==> src/rtl/dm_pkg.sv <==
// Shared definitions for the data-memory port controller: store op codes,
// address-exception codes, the default memory bound and the sequencer states.
package dm_pkg;

   localparam logic [1:0] SW = 2'b00;
   localparam logic [1:0] SB = 2'b01;
   localparam logic [1:0] SH = 2'b10;

   localparam logic [4:0] EXC_NONE = 5'd0;
   localparam logic [4:0] EXC_ADEL = 5'd4;
   localparam logic [4:0] EXC_ADES = 5'd5;

   localparam logic [31:0] DM_END_DEF = 32'h0000_2fff;

   typedef enum logic [2:0] {
      IDLE,
      RD,
      RESP,
      MRG,
      WR,
      ERR
   } state_e;

   // Returns the exception code for a candidate access, EXC_NONE when legal.
   function automatic logic [4:0] access_exc(input logic        we,
                                             input logic [1:0]  op,
                                             input logic [31:0] addr,
                                             input logic [31:0] dm_end);
      logic bad;
      bad = (addr > dm_end);
      if (!we) begin
         bad = bad | (addr[1:0] != 2'b00);
      end else if (op == SH) begin
         bad = bad | addr[0];
      end else if (op != SB) begin
         bad = bad | (addr[1:0] != 2'b00);
      end
      if (!bad) begin
         return EXC_NONE;
      end
      return we ? EXC_ADES : EXC_ADEL;
   endfunction

endpackage

==> src/rtl/dm_byte_merge.sv <==
// Combinational lane merge for sub-word stores: folds right-aligned store data
// into the old memory word at the byte or half-word lane selected by the address.
module dm_byte_merge
   import dm_pkg::*;
(
   input  logic [31:0] old_word_i,
   input  logic [31:0] wdata_i,
   input  logic [1:0]  op_i,
   input  logic [1:0]  lane_i,
   output logic [31:0] merged_o
);

   always_comb begin
      merged_o = old_word_i;
      case (op_i)
         SB: begin
            case (lane_i)
               2'd0: merged_o[7:0]   = wdata_i[7:0];
               2'd1: merged_o[15:8]  = wdata_i[7:0];
               2'd2: merged_o[23:16] = wdata_i[7:0];
               2'd3: merged_o[31:24] = wdata_i[7:0];
            endcase
         end
         SH: begin
            if (lane_i[1]) begin
               merged_o[31:16] = wdata_i[15:0];
            end else begin
               merged_o[15:0] = wdata_i[15:0];
            end
         end
         SW:      merged_o = wdata_i;
         default: merged_o = wdata_i;
      endcase
   end

endmodule

==> src/rtl/dm_port_ctrl.sv <==
// Two-port round-robin sequencer in front of a single-port word memory; turns
// sub-word stores into read-modify-write and rejects illegal addresses up front.
module dm_port_ctrl
   import dm_pkg::*;
#(
   parameter logic [31:0] DM_END = DM_END_DEF,
   parameter int unsigned ADDR_W = 12
) (
   input  logic              clk,
   input  logic              reset,
   input  logic              req0,
   input  logic              req1,
   input  logic              we0,
   input  logic              we1,
   input  logic [1:0]        op0,
   input  logic [1:0]        op1,
   input  logic [31:0]       addr0,
   input  logic [31:0]       addr1,
   input  logic [31:0]       wdata0,
   input  logic [31:0]       wdata1,
   output logic              ack0,
   output logic              ack1,
   output logic [31:0]       rdata,
   output logic              err,
   output logic [4:0]        exc_code,
   output logic              mem_en,
   output logic              mem_we,
   output logic [ADDR_W-1:0] mem_addr,
   output logic [31:0]       mem_wdata,
   input  logic [31:0]       mem_rdata
);

   state_e            state_q;
   logic              last_grant_q;
   logic              we_q;
   logic [1:0]        op_q;
   logic [1:0]        lane_q;
   logic [31:0]       wdata_q;
   logic              ack0_q;
   logic              ack1_q;
   logic              err_q;
   logic [4:0]        exc_q;
   logic              mem_en_q;
   logic              mem_we_q;
   logic [ADDR_W-1:0] mem_addr_q;
   logic [31:0]       mem_wdata_q;

   logic              grant_d;
   logic              sel_we;
   logic [1:0]        sel_op;
   logic [31:0]       sel_addr;
   logic [31:0]       sel_wdata;
   logic [4:0]        sel_exc;
   logic              sel_sub;
   logic [31:0]       merged_word;

   // With both ports requesting, the port that was not served last wins.
   always_comb begin
      grant_d   = (req0 && req1) ? ~last_grant_q : req1;
      sel_we    = grant_d ? we1    : we0;
      sel_op    = grant_d ? op1    : op0;
      sel_addr  = grant_d ? addr1  : addr0;
      sel_wdata = grant_d ? wdata1 : wdata0;
      sel_exc   = access_exc(sel_we, sel_op, sel_addr, DM_END);
      sel_sub   = sel_we && ((sel_op == SB) || (sel_op == SH));
   end

   dm_byte_merge u_merge (
      .old_word_i (mem_rdata),
      .wdata_i    (wdata_q),
      .op_i       (op_q),
      .lane_i     (lane_q),
      .merged_o   (merged_word)
   );

   always_ff @(posedge clk or negedge reset) begin
      if (!reset) begin
         state_q      <= IDLE;
         last_grant_q <= 1'b1;
         we_q         <= 1'b0;
         op_q         <= 2'b00;
         lane_q       <= 2'b00;
         wdata_q      <= '0;
         ack0_q       <= 1'b0;
         ack1_q       <= 1'b0;
         err_q        <= 1'b0;
         exc_q        <= EXC_NONE;
         mem_en_q     <= 1'b0;
         mem_we_q     <= 1'b0;
         mem_addr_q   <= '0;
         mem_wdata_q  <= '0;
      end else begin
         ack0_q   <= 1'b0;
         ack1_q   <= 1'b0;
         err_q    <= 1'b0;
         exc_q    <= EXC_NONE;
         mem_en_q <= 1'b0;
         mem_we_q <= 1'b0;
         unique case (state_q)
            IDLE: begin
               if (req0 || req1) begin
                  last_grant_q <= grant_d;
                  we_q         <= sel_we;
                  op_q         <= sel_op;
                  lane_q       <= sel_addr[1:0];
                  wdata_q      <= sel_wdata;
                  if (sel_exc != EXC_NONE) begin
                     state_q <= ERR;
                     ack0_q  <= ~grant_d;
                     ack1_q  <= grant_d;
                     err_q   <= 1'b1;
                     exc_q   <= sel_exc;
                  end else if (!sel_we || sel_sub) begin
                     state_q    <= RD;
                     mem_en_q   <= 1'b1;
                     mem_addr_q <= sel_addr[ADDR_W+1:2];
                  end else begin
                     state_q     <= WR;
                     mem_en_q    <= 1'b1;
                     mem_we_q    <= 1'b1;
                     mem_addr_q  <= sel_addr[ADDR_W+1:2];
                     mem_wdata_q <= sel_wdata;
                     ack0_q      <= ~grant_d;
                     ack1_q      <= grant_d;
                  end
               end
            end
            RD: begin
               if (!we_q) begin
                  state_q <= RESP;
                  ack0_q  <= ~last_grant_q;
                  ack1_q  <= last_grant_q;
               end else begin
                  state_q <= MRG;
               end
            end
            RESP: begin
               state_q    <= IDLE;
               mem_addr_q <= '0;
            end
            // Old word is on mem_rdata this cycle; the merged word goes out in WR.
            MRG: begin
               state_q     <= WR;
               mem_en_q    <= 1'b1;
               mem_we_q    <= 1'b1;
               mem_wdata_q <= merged_word;
               ack0_q      <= ~last_grant_q;
               ack1_q      <= last_grant_q;
            end
            WR: begin
               state_q     <= IDLE;
               mem_addr_q  <= '0;
               mem_wdata_q <= '0;
            end
            ERR: begin
               state_q <= IDLE;
            end
            default: begin
               state_q <= IDLE;
            end
         endcase
      end
   end

   assign ack0      = ack0_q;
   assign ack1      = ack1_q;
   assign err       = err_q;
   assign exc_code  = exc_q;
   assign mem_en    = mem_en_q;
   assign mem_we    = mem_we_q;
   assign mem_addr  = mem_addr_q;
   assign mem_wdata = mem_wdata_q;
   // Read data arrives the cycle after the read strobe, which is the RESP cycle.
   assign rdata     = (state_q == RESP) ? mem_rdata : '0;

endmodule

==> config.mk <==
export PLATFORM = sky130hd
export DESIGN_NAME = dm_port_ctrl
export DESIGN_NICKNAME = d
export VERILOG_FILES = /design/src/rtl/dm_pkg.sv /design/src/rtl/dm_byte_merge.sv /design/src/rtl/dm_port_ctrl.sv
export SDC_FILE = /design/constraint.sdc
export NUM_CORES = 1
export LEC_CHECK = 0
export CAP_MARGIN = 20
export CORE_MARGIN = 1
export CORE_UTILIZATION = 35
export DETAILED_ROUTE_END_ITERATION = 8
export GPL_ROUTABILITY_DRIVEN = 0
export HOLD_SLACK_MARGIN = 0.15
export PLACE_DENSITY = 0.81
export SYNTH_ARGS = -nofsm -noshare
export SYNTH_HDL_FRONTEND = slang
export SYNTH_HIERARCHICAL = 1
export SYNTH_SLANG_ARGS = --single-unit
==> constraint.sdc <==
create_clock -name clk -period 4.6 [get_ports clk]
set_input_delay 1.15 -clock clk [delete_from_list [all_inputs] [get_ports clk]]
set_output_delay 1.15 -clock clk [all_outputs]
set_load 0.005 [all_outputs]
==> out/summary.txt <==
Status = finished, final reports clean
Top cells by area, synth = dfrtp_1, mux2i_1, mux2_4
Final setup fails = 0
Seq/Total Area, Yosys = 0.3922
CTS H-tree lvls = 3
Tightest Pin Transition = 1.075 ns
Lkg Pwr = 0.003820 uW
Postcts setup bufs = 0
Setup skew after layout = 0.008352 ns
WL/cell = 18.44 um
Slew Viols, Final = 0
Critical Path AT = 4.29 ns
Starting density of the core = 0.3618
Multi-input gate area = 3268 um2
CTS tree = yes
Crit path capture type = register
Vias per cell = 5.193
Fin area = 8806 um2
Post-DP HPWL = 14430 um
Cts repair resizes = 0
Core box area = 16060 um2
Die width = 130.8 um
Synth Register Bits = 91
Clk sink count = 91
DRC = 0
Critical Path, Cell by Cell = clkdlybuf4s50_1, a21bo_2, mux2i_1, ha_1, o21ai_0, a221oi_1, a2bb2oi_2, o211ai_2, a21oi_4, buf_12, mux2_2
Vias in the first global route = 5214
Setup TNS = 0 ns
Nets@finish = 989
Peak VDD IR = 0.3863 mV
Post-synth ARST share = 1.000
DRT Pass-1 Iters = 5
Reg area = 2278 um2
CTS Hold Bufs = 0
Synth Instances = 583
Worst Setup Start Kind = input pin
Clock latency on the worst-skew pair = 0.35 ns
Number of flops mapped to enable cells by yosys = 0
Power Dens Cells = 592.4 nW/um2
Ys flop type = dfrtp_1
FMAX = 246.3 MHz
Max cap viols = 0
Clock Tree Root = clkbuf_16
Final Cycle Share = 0.8826
CP Max Fanout = 32
# diodes = 0
Critical-path top delay cell = clkdlybuf4s50_1
Post-DRT Antenna Nets = 0
Distinct cell type count after synthesis = 50
CTS buffer count = 9
Fin. Hold Viols = 0
Post-Syn Area = 5809 um2
Bufs on Longest Clock Path = 2
Crit path time final = 4.060 ns
Number of port buffers = 252
Final WL = 19110 um
Placed Area = 8462 um2
First-pass GRT wire length = 28530 um
Pin count of the biggest net entering global routing = 75
Largest area contributor in the netlist = dfrtp_1
Io pins = 256
Critical path class = input pin to register
Vias = 5380
Share of post-route cells with drive strength above 1 = 0.09878
Detailed router's first-iteration violation count = 360
Filler instances = 1439
Yosys warns = 6
Syn avg cell area = 9.965 um2
Initial antenna violation count = 0
GRT overflow = 0
Req. time, crit path = 4.83 ns
Die ar. = 17120 um2
Area delta synth->final = 51.58%
GRT Total Usage = 0.2248
Clock transition at path regs = 0.06 ns
HP Class = register to register
Relative slew slack = 0.2817
Die Ht = 130.8 um
Max incr delay on CP = 0.62 ns
Num rows = 46
Post-synth top area share = 0.3877
RSZ-0062 raised after global routing = no
==> flip-flops by register name (all words and copies together), names as in the netlist, 2 cells and up <==
| signal | count |
|---|---|
| state_q | 3 |
| wdata_q | 32 |
| lane_q | 2 |
| mem_wdata | 32 |
| exc_code | 2 |
| mem_addr | 12 |
| op_q | 2 |
==> worst max-delay path, delay by kind of cell <==
kind / cells / cell delay [ns]
fa+ha+maj: 1 / 0.25
buf+inv: 2 / 0.89
mux: 2 / 0.68
compound gates: 6 / 1.30
==> area by class of cell <==
cell class,instances,share of cell area
clock inverter,4,0.01108
multi-input combinational,442,0.3711
timing repair buffer,263,0.2970
sequential,91,0.2587
clock buffer,12,0.02799
inverter,8,0.003410
tap,216,0.03069
==> final timing paths <==
path | end | cells past startpoint | startpoint | slack, ns
max in group asynchronous | wdata_q[13] | 2 | reset | 2.81
setup / recovery | mem_wdata[1] | 11 | req0 | 0.54
hold reg to reg | wdata_q[30] | 2 | wdata_q[30] | 0.49
hold / removal | wdata_q[30] | 2 | wdata_q[30] | 0.49
setup reg to reg | mem_wdata[29] | 8 | op_q[0] | 1.38
min in group asynchronous | mem_wdata[7] | 1 | reset | 0.87
==> power breakdown <==
part	switching, uW	internal [uW]	total [uW]
Sequential	311	1150	1460
Combinational	1390	1510	2900
Clock	317	547	863
==> cells in the mapped netlist, drive strengths merged (4+ instances only) <==
cell type and n:
a22o 9, nor2 7, nor4 8, nand2 104
inv 8, a21oi 4, o2bb2ai 13, o211ai 9
a32oi 8, mux2 33, o21ai 72, mux2i 88
buf 21, clkbuf 23, nor3 5, dfrtp 90
o221ai 16, ha 4, and2 33
==> kinds of logic (layout without fill, tap and decap cells) <==
logic type / count (synthesis) / count (layout) / share of synthesized area
compound gates: 144 / 144 / 0.1721
fa+ha+maj: 4 / 4 / 0.008615
buf+inv: 52 / 287 / 0.05083
flops: 91 / 91 / 0.3922
mux: 121 / 121 / 0.2356
other cells: 1 / 3 / 0.0006455
simple gates: 170 / 170 / 0.1400
==> metrics by stage <==
stage | cells | hold WS, ns | total power (uW) | util | setup slack [ns]
after floorplan | 585 | 0.4497 | 3337 | - | 0.7512
after global placement | 1020 | 0.4604 | 4279 | 0.5270 | 0.3993
after detailed placement | 1020 | 0.4758 | 4354 | 0.5270 | 0.2137
after CTS | 1036 | 0.4900 | 5230 | 0.5484 | 0.5617
after global routing | 1036 | 0.5102 | 5543 | 0.5484 | 0.3315
final | 1036 | 0.4875 | 5217 | 0.5484 | 0.5398
==> metal layers <==
metal | vias to the layer above | track usage | wire [um]
li1 | 2566 | - | -
met1 | 2617 | 0.2941 | 8255
met2 | 178 | 0.3666 | 9373
met3 | 19 | 0.05090 | 1206
met4 | 0 | 0.07505 | 272
met5 | - | 0 | 0
==> cells in the final DEF (no fill, tap or decap), types with 6 or more instances in the layout <==
cell,instances
buf_4,11
clkdlybuf4s50_1,251
a22o_1,9
nand2_1,103
o221ai_1,16
o21ai_0,71
o211ai_1,8
o2bb2ai_1,13
a32oi_1,8
mux2i_1,88
clkbuf_16,9
mux2_4,31
nor4_1,6
and2_1,33
dfrtp_1,90
inv_1,7
Power figures use the tool's default switching activity.
